[config.mk]
export PLATFORM = sky130hd
export DESIGN_NAME = tt_mux_sel_seq
export DESIGN_NICKNAME = d
export VERILOG_FILES = /design/src/rtl/tt_mux_sel_seq.sv
export SDC_FILE = /design/constraint.sdc
export NUM_CORES = 1
export LEC_CHECK = 0
export ABC_AREA = 1
export ABC_CLOCK_PERIOD_IN_PS = 4700
export CAP_MARGIN = 0
export CORE_MARGIN = 1.5
export CORE_UTILIZATION = 50
export DETAILED_ROUTE_END_ITERATION = 10
export PLACE_DENSITY = 0.78
export SYNTH_ARGS = -nofsm -noshare
export SYNTH_HDL_FRONTEND = slang
export SYNTH_SLANG_ARGS = --single-unit
[constraint.sdc]
create_clock -name clk -period 4.7 [get_ports clk]
set_clock_uncertainty 0.2 [all_clocks]
set_input_delay 0.47 -clock clk [delete_from_list [all_inputs] [get_ports clk]]
set_output_delay 0.47 -clock clk [all_outputs]
set_load 0.02 [all_outputs]
[src/rtl/tt_mux_sel_seq.sv]
// tt_mux_sel_seq
// Selects one project on the shared mux. The mux select counter is reset,
// then advanced by one increment pulse per address step, then the mux is
// enabled. Each control phase lasts PULSE_W cycles.
//
// Ports
//   clk, rst_n        clock, async active-low reset
//   req_valid/ready   selection handshake (ready is the only comb output)
//   req_addr          target project address
//   abort             cancels a sequence in progress (no effect when idle)
//   disable_i         drops ctrl_ena while idle
//   ctrl_sel_rst_n    mux select-counter reset   (pad ctrl[2])
//   ctrl_sel_inc      mux select-counter inc     (pad ctrl[1])
//   ctrl_ena          mux enable                 (pad ctrl[0])
//   busy              high while not IDLE
//   done              1-cycle pulse on completion
//   err               1-cycle pulse on out-of-range request
//   sel_addr          last successfully selected address
module tt_mux_sel_seq #(
    parameter int ADDR_W   = 10,
    parameter int NUM_PROJ = 512,
    parameter int PULSE_W  = 4
) (
    input  logic              clk,
    input  logic              rst_n,
    input  logic              req_valid,
    input  logic [ADDR_W-1:0] req_addr,
    output logic              req_ready,
    input  logic              abort,
    input  logic              disable_i,
    output logic              ctrl_sel_rst_n,
    output logic              ctrl_sel_inc,
    output logic              ctrl_ena,
    output logic              busy,
    output logic              done,
    output logic              err,
    output logic [ADDR_W-1:0] sel_addr
);
    localparam int PHW = $clog2(PULSE_W + 1);
    localparam int PCW = (NUM_PROJ > 1) ? $clog2(NUM_PROJ) : 1;
    localparam logic [PHW-1:0]  PH_LOAD = PHW'(PULSE_W - 1);
    // One extra bit so NUM_PROJ == 2**ADDR_W still compares correctly.
    localparam logic [ADDR_W:0] NP      = (ADDR_W + 1)'(NUM_PROJ);

    typedef enum logic [2:0] {IDLE, RST, SETTLE, INC_HI, INC_LO, ENA} state_t;

    state_t            state;
    logic [PHW-1:0]    phase;   // cycles left in current phase, minus one
    logic [PCW-1:0]    pcnt;    // increment pulses still to emit
    logic [ADDR_W-1:0] addr_q;

    assign req_ready = (state == IDLE) && !abort;

    always_ff @(posedge clk or negedge rst_n) begin
        if (!rst_n) begin
            state          <= IDLE;
            phase          <= '0;
            pcnt           <= '0;
            addr_q         <= '0;
            ctrl_sel_rst_n <= 1'b0;
            ctrl_sel_inc   <= 1'b0;
            ctrl_ena       <= 1'b0;
            busy           <= 1'b0;
            done           <= 1'b0;
            err            <= 1'b0;
            sel_addr       <= '0;
        end else begin
            done <= 1'b0;
            err  <= 1'b0;
            if (abort && state != IDLE) begin
                state          <= IDLE;
                busy           <= 1'b0;
                ctrl_sel_rst_n <= 1'b1;
                ctrl_sel_inc   <= 1'b0;
                ctrl_ena       <= 1'b0;
            end else begin
                case (state)
                    IDLE: begin
                        // Releases the counter reset on the first clock after rst_n.
                        ctrl_sel_rst_n <= 1'b1;
                        if (req_valid && !abort) begin
                            if ({1'b0, req_addr} < NP) begin
                                addr_q         <= req_addr;
                                pcnt           <= PCW'(req_addr);
                                phase          <= PH_LOAD;
                                ctrl_ena       <= 1'b0;
                                ctrl_sel_rst_n <= 1'b0;
                                busy           <= 1'b1;
                                state          <= RST;
                            end else begin
                                err <= 1'b1;
                            end
                        end else if (disable_i) begin
                            ctrl_ena <= 1'b0;
                        end
                    end
                    RST: begin
                        if (phase == '0) begin
                            phase          <= PH_LOAD;
                            ctrl_sel_rst_n <= 1'b1;
                            state          <= SETTLE;
                        end else begin
                            phase <= phase - 1'b1;
                        end
                    end
                    SETTLE: begin
                        if (phase == '0) begin
                            phase <= PH_LOAD;
                            if (addr_q == '0) begin
                                ctrl_ena <= 1'b1;
                                done     <= 1'b1;
                                sel_addr <= addr_q;
                                state    <= ENA;
                            end else begin
                                ctrl_sel_inc <= 1'b1;
                                state        <= INC_HI;
                            end
                        end else begin
                            phase <= phase - 1'b1;
                        end
                    end
                    INC_HI: begin
                        if (phase == '0) begin
                            phase        <= PH_LOAD;
                            ctrl_sel_inc <= 1'b0;
                            state        <= INC_LO;
                        end else begin
                            phase <= phase - 1'b1;
                        end
                    end
                    INC_LO: begin
                        if (phase == '0) begin
                            phase <= PH_LOAD;
                            // pcnt==1 means this pair was the last one.
                            if (pcnt == PCW'(1)) begin
                                pcnt     <= '0;
                                ctrl_ena <= 1'b1;
                                done     <= 1'b1;
                                sel_addr <= addr_q;
                                state    <= ENA;
                            end else begin
                                pcnt         <= pcnt - 1'b1;
                                ctrl_sel_inc <= 1'b1;
                                state        <= INC_HI;
                            end
                        end else begin
                            phase <= phase - 1'b1;
                        end
                    end
                    ENA: begin
                        busy  <= 1'b0;
                        state <= IDLE;
                    end
                    default: begin
                        busy  <= 1'b0;
                        state <= IDLE;
                    end
                endcase
            end
        end
    end

endmodule

==> flow_summary.yaml <==
place:
  hpwl_um: 3340
  port_buffers: 31
  post-place-ws_ps: 2140
  gp_congestion: 0.903
clock_network:
  clk_latency_ps: 290
  cts-resized-gates: 0
  post_cts_buffers: 0
  root_buffer: "clkbuf_8"
  cts_inserted_buffers: 5
  cts.path.max_buffers: 2
  postCtsHoldBufs: 0
  cts_tree: "yes"
  clk_pin_slew_worst_paths_ps: 80
  h-tree-depth: 2
  cts_sinks: 41
synthesis:
  netlist.area_leader.share: 0.478
  synth-seq-cells: 41
  yosysMostFrequentCell: "nand2_1"
  ys_seq_area_frac: 0.478
  synth_flop_cell: "dfrtp_1"
  synth.area.top_cells: "dfrtp_1 (48%), nand2_1 (12%), nor2_1 (6.7%)"
  async_flop_share: 1.00
  synth_common_cells: "nand2_1 (69), dfrtp_1 (41), nor2_1 (38), inv_1 (34), o21ai_0 (20)"
  synth_nets: 298
  ys_warn_count: 0
  synth_area_sq_um: 2140
  syn_inst: 279
  yosys.area.top_type: "dfrtp_1"
  ys_types: 28
  synth_area_per_cell_sq_um: 7.69
  synth_edf_count: 0
timing:
  tns_ps: 0
  max_freq_mhz: 414
  period_needed_ps: 2410
  layout_setup_ws_ps: 2290
  tightestPinTransition_ps: 902
  fin_hold_ws_ps: 96.2
  slew_violations: 0
  rsz0062_at_grt: "no"
  final.period_utilization: 0.513
  finalHoldViolations: 0
  maxSlewHeadroom: 0.398
  setup_viol: 0
floorplanning:
  ios: 32
  start_util: 0.529
  row_count: 23
  core_region_area_sq_um: 4060
  die_w_um: 68.5
  die_h_um: 68.5
  die_area_sq_um: 4690
finish:
  area_delta_synth_final_pct: 19.7
  drive_gt1_frac: 0.0605
  antenna_cells: 0
  layout.nets: 332
run_status:
  status: "complete, no violations"
detailed_routing:
  drtIter0Drc: 132
  drt_pass1_iterations: 4
  wl_per_cell_um: 12.2
  vias_per_cell: 5.14
  via_count: 1872
  drc: 0
  ant_nets: 0
  wirelength_um: 4450
global_route:
  grt_usage: 0.220
  grt_pass1_wl_um: 7660
  grt_max_degree: 42
  grt-ovfl-total: 0
  grt_pass1_vias: 1678
  antenna_found_initial: 0
worst_hold_path:
  hp-class: "in2async"
critical_path:
  critical_path_class: "reg2out"
  arrival_ps: 1740
  regToRegSetupSlack_ps: 2510
  start_kind: "flop"
  cp.required_ps: 4030
  crit_fanout: 8
  end_kind: "output pin"
power:
  p_leak_nw: 1.22
  ir_drop_uv: 300
  powerDensity_nw_per_um2: 610
job:
  drv_cap: 0
==> routing by layer <==
metal | track usage | part of all wire | up-vias
li1 | - | - | 967
met1 | 0.326 | 0.51 | 835
met2 | 0.321 | 0.43 | 64
met3 | 0.0568 | 0.054 | 6
met4 | 0.0550 | 0.011 | 0
met5 | 0 | 0 | -
==> final timing paths <==
| path | startpoint | to | cells past startpoint |
|---|---|---|---|
| min in group clk | ctrl_ena | ctrl_ena | 2 |
| worst max-delay path | state[0] | req_ready | 4 |
| worst min-delay path | rst_n | pcnt[0] | 1 |
| worst max register to register | pcnt[1] | sel_addr[2] | 9 |
| max in group asynchronous | rst_n | ctrl_ena | 1 |
| worst min register to register | ctrl_ena | ctrl_ena | 2 |
==> state kept, by name, summed over array words and instances, names as in the netlist <==
signal	count
addr_q	10
sel_addr	10
pcnt	9
phase	3
state	3
busy	1
ctrl_ena	1
ctrl_sel_inc	1
ctrl_sel_rst_n	1
done	1
err	1
==> cells in the final DEF (no fill, tap or decap) <==
cell / count
nor3_1: 1
o31ai_1: 1
o21ai_0: 20
nand2_1: 69
nor2_4: 1
dfrtp_1: 41
clkinvlp_4: 1
nand2_4: 2
o21bai_1: 1
clkdlybuf4s50_1: 30
o2bb2ai_1: 1
nor2_1: 38
inv_1: 34
ha_1: 4
clkinv_2: 2
nor2b_1: 1
o22ai_1: 1
nand3_2: 1
nor2_2: 1
o21ai_1: 10
buf_2: 1
xor2_1: 3
clkbuf_8: 5
o211ai_1: 1
inv_2: 3
nand4_1: 3
a22oi_1: 4
nand3_1: 16
nand2_2: 2
a21oi_1: 16
==> per-stage QoR <==
step	util	cells	area (sq um)	total power [mW]
floorplan	-	279	2140	1.10
global placement	0.611	356	2480	1.32
detailed placement	0.611	356	2480	1.34
CTS	0.633	364	2570	1.57
global route	0.633	364	2570	1.71
finish	0.633	364	2570	1.57
==> worst max-delay path: stages, from the launching register on <==
cell             delay (ps)
dfrtp_1                 440
nor2_4                  190
nand2_4                 110
nor2_1                  100
clkdlybuf4s50_1         610
==> where the power goes <==
part           switching, mW  total [mW]  internal (mW)  leakage [nW]
Sequential             0.104       0.611          0.507         0.510
Combinational          0.441       0.730          0.288         0.670
Clock                  0.123       0.226          0.103        0.0439
==> cell families (layout without fill, tap and decap cells) <==
family,Yosys count,after routing,share of synthesized area
fa+ha+maj,4,4,0.0233
compound gates,55,55,0.139
xor+xnor,3,3,0.0123
simple gates,135,135,0.268
flops,41,41,0.478
buf+inv,41,76,0.0793
==> layout make-up <==
cell class                 count  area (sq um)
multi-input combinational    197           948
sequential                    41          1030
clock buffer                   5          68.8
clock inverter                 3          17.5
inverter                      37           139
tap                           50          62.6
fill                         352          1490
timing repair buffer          31           305
Power figures use the tool's default switching activity.
